## src/rtl/system_sysid_checker_timer.sv

```systemverilog
// Per-read watchdog: clearable, saturating cycle counter whose expiry flag marks
// the TIMEOUT_CYCLES-th counted cycle of the current read.
module system_sysid_checker_timer #(
  parameter int unsigned TIMEOUT_CYCLES = 255
) (
  input  logic clock,
  input  logic reset_n,
  input  logic clear_i,
  input  logic enable_i,
  output logic expired_o
);

  localparam int unsigned     CNT_W    = $clog2(TIMEOUT_CYCLES + 1);
  localparam logic [CNT_W-1:0] CNT_MAX  = CNT_W'(TIMEOUT_CYCLES);
  localparam logic [CNT_W-1:0] CNT_LAST = CNT_W'(TIMEOUT_CYCLES - 1);

  logic [CNT_W-1:0] count_q;
  logic [CNT_W-1:0] count_d;

  // Clear wins over counting; the counter holds once it reaches the limit.
  always_comb begin
    count_d = count_q;
    if (clear_i) begin
      count_d = '0;
    end else if (enable_i && (count_q != CNT_MAX)) begin
      count_d = count_q + CNT_W'(1);
    end else begin
      count_d = count_q;
    end
  end

  always_ff @(posedge clock or negedge reset_n) begin
    if (!reset_n) begin
      count_q <= '0;
    end else begin
      count_q <= count_d;
    end
  end

  // count_q holds the cycles already spent, so this cycle is number count_q+1.
  assign expired_o = enable_i && (count_q >= CNT_LAST);

endmodule

```

## config.mk

```make
export PLATFORM = sky130hd
export DESIGN_NAME = system_sysid_checker_timer
export DESIGN_NICKNAME = d
export VERILOG_FILES = /design/src/rtl/system_sysid_checker_timer.sv
export SDC_FILE = /design/constraint.sdc
export NUM_CORES = 1
export LEC_CHECK = 0
export CORE_AREA = 8 8 46 48
export DETAILED_ROUTE_END_ITERATION = 16
export DIE_AREA = 0 0 54 56
export GPL_TIMING_DRIVEN = 1
export SLEW_MARGIN = 25
export SYNTH_ARGS = -nofsm -noshare
export SYNTH_HDL_FRONTEND = slang
export SYNTH_SLANG_ARGS = --single-unit
```

## constraint.sdc

```tcl
create_clock -name clock -period 4.22 [get_ports clock]
set_input_delay 1.266 -clock clock [delete_from_list [all_inputs] [get_ports clock]]
set_output_delay 1.266 -clock clock [all_outputs]
set_load 0.05 [all_outputs]
```

==> flow_summary.ini <==
[status]
status = completed

[placement]
port_buffers = 4
dp_hpwl_um = 712
gp_congestion = 0.800

[timing]
fmax_ghz = 0.275
period_share_pct = 86.3
rsz0062_at_grt = false
timing.setup.tns_ns = 0
setup-violations-final = 0
slew_violations = 0
relSlewSlack_pct = 75.9
fin_skew_ns = 0.00889
tightest_slew_ns = 0.361
hold_violations = 0
layout_min_cycle_time_ns = 3.64

[final_layout]
max_flop_register = count_q
syn2layout_area_growth_pct = 18.6
nNetsFinal = 66
largest_reg_flops = 8
largestRegisters = count_q: 8 flops
antennaDiodeCount = 0
drive_above_1_share_pct = 19.0
nFillCells = 148

[routing]
wl_per_cell_um = 12.8
routed_wl_um = 947
viasPerCell = 5.54
ant_nets = 0
drt_drc_violations_left = 0
drtPass1Iterations = 4
vias = 410
drt_iter0_drc = 20

[power]
power_frac_seq_pct = 51.9
switching_share_pct = 24.3
total_leakage_power_nw = 0.254
clkPwrFrac_pct = 38.1
power_frac_comb_pct = 10.0
p_total_uw = 157
power_density_nw_per_um2 = 269
power_switching_uw = 38.1
p_int_uw = 119
ir_worst_vdd_uv = 126

[die]
start_util_pct = 34.2
num_io_pins = 5
num_rows = 14
core_area_um2 = 1440
chipWidth_um = 54
die_h_um = 56
die_area_um2 = 3020

[worst_hold_path]
hold_path_class = reg -> reg

[run]
max_cap_viol_count = 0

[logic_synthesis]
yosysUniqueCellTypes = 27
ys.flop_type = dfrtp_1
avgSynthCellArea_um2 = 9.46
synth_commonest_cells = dfrtp_1, nand3_1
synth_edf_count = 0
postSynth.asyncResetShare_pct = 100
syn-num-nets = 58
synth_top_area_share_pct = 40.7
synth.area.top_cells = dfrtp_1, ha_1, mux2_2, nand3_1, and4_1
synth.most_common_cell = dfrtp_1
synth.ff_latch_count = 8
ys_warn_count = 0
synthCells = 52
synthesis.area_um2 = 492
yosysTopAreaCell = dfrtp_1
yosysSeqAreaShare_pct = 40.7

[critical_path]
slowest_delay_ns = 0.47
cp.required_ns = 2.95
critical_path_class = in -> out
crit_slowest_cell = clkdlybuf4s50_1
arrival_ns = 2.38
crit_family = buffers and inverters
path_cells = clkdlybuf4s50_1 > o21ai_0 > nor3_1 > buf_12
crit_fanout = 2
crit_buf_inv = 2
start_kind = input pin
crit_path_end_kind = output port

[clocking]
path_clk_slew_ns = 0.06
cts_tree = yes
clk_latency_ns = 0.26
cts-root-buf = clkbuf_4
cts_hold_buf = 0
numCtsBuffers = 3
cts-resized-gates = 0
post_cts_buffers = 0
cts_max_level = 1
max-clock-path-buffers = 2
clock_sinks = 8

[global_routing]
grt_use_total_pct = 7.58
grt_start_max_net_pins = 10
grt_pass1_vias = 377
grt_overflow_total = 0
antenna_found_initial = 0
grt_first_pass_wirelength_um = 1650
-- per-stage QoR --
stage               utilization (%)  setup slack (ns)  hold WS, ns  cells  area (um2)
global route                   40.6             0.513        0.624     74         583
floorplan                         -             0.354        0.517     52         492
CTS                            40.6             0.552        0.578     74         583
global placement               39.0             0.570        0.559     71         561
finish                         40.6             0.578        0.580     74         583
detailed placement             39.0             0.552        0.567     71         561
-- worst reg2reg max path, delay by kind of cell (launching register included) --
family / cells / cell delay, ns
flip-flops: 1 / 0.41
AO/OA/AOI/OAI: 1 / 0.37
multiplexers: 1 / 0.37
adder cells (fa/ha/maj): 1 / 0.29
AND/OR/NAND/NOR: 1 / 0.22
-- logic make-up after synthesis --
| kind of cell | after synthesis | synth area share [%] |
|---|---|---|
| AO/OA/AOI/OAI | 13 | 18.3 |
| adder cells (fa/ha/maj) | 2 | 5.09 |
| buffers and inverters | 5 | 4.07 |
| flip-flops | 8 | 40.7 |
| multiplexers | 2 | 4.58 |
| AND/OR/NAND/NOR | 22 | 27.2 |
-- power groups by stage --
stage	Clock, mW	Sequential [mW]	Combinational [mW]
global placement	0	0.0827	0.0158
CTS	0.0619	0.0814	0.0161
global route	0.0665	0.0817	0.0180
floorplan	0	0.0821	0.00958
finish	0.0598	0.0815	0.0157
detailed placement	0	0.0828	0.0160
-- metal layers --
| layer | global-route usage, % | vias to the layer above | wire length, um |
|---|---|---|---|
| li1 | - | 209 | - |
| met1 | 8.83 | 182 | 435 |
| met2 | 9.95 | 17 | 418 |
| met3 | 5.88 | 2 | 87 |
| met4 | 3.17 | 0 | 6 |
| met5 | 0 | - | 0 |
-- final cells by class --
class / instances / area, um2 / share of cell area (%)
Sequential cell: 8 / 200 / 34.3
Tap cell: 16 / 20.0 / 3.43
Timing Repair Buffer: 5 / 57.6 / 9.87
Multi-Input combinational cell: 39 / 272 / 46.6
Inverter: 3 / 11.3 / 1.93
Clock buffer: 3 / 22.5 / 3.86
-- cell usage in the layout, fill, tap and decap left out --
master	synthesis	layout
nand3_2	1	1
and4_2	1	1
o21ai_0	3	3
and3_2	1	1
nand3_1	4	4
ha_1	2	2
a211oi_1	2	2
nand2b_1	1	1
and3_1	1	1
buf_12	0	1
nor2b_1	1	1
or4_1	1	1
a311oi_1	1	1
a21bo_2	1	1
nor2_1	3	3
dfrtp_1	8	8
a41oi_1	1	1
clkbuf_4	0	3
and4_1	2	2
nor4b_1	1	1
a21oi_1	2	2
nor3_1	3	3
mux2_2	2	2
buf_4	0	1
clkdlybuf4s50_1	0	3
nand2_1	2	2
inv_1	3	3
o211a_1	1	1
a31oi_1	2	2
-- final timing paths --
path | start | cells after the start | end | slack (ns)
max | enable_i | 4 | expired_o | 0.58
min | count_q[3]$_DFFE_PN0P_ | 1 | count_q[3]$_DFFE_PN0P_ | 0.58
max reg2reg | count_q[0]$_DFFE_PN0P_ | 4 | count_q[5]$_DFFE_PN0P_ | 2.44
min reg2reg | count_q[3]$_DFFE_PN0P_ | 1 | count_q[3]$_DFFE_PN0P_ | 0.58
max in group asynchronous | reset_n | 1 | count_q[5]$_DFFE_PN0P_ | 2.67
min in group asynchronous | reset_n | 1 | count_q[3]$_DFFE_PN0P_ | 1.28
(Power assumes the default switching activity.)
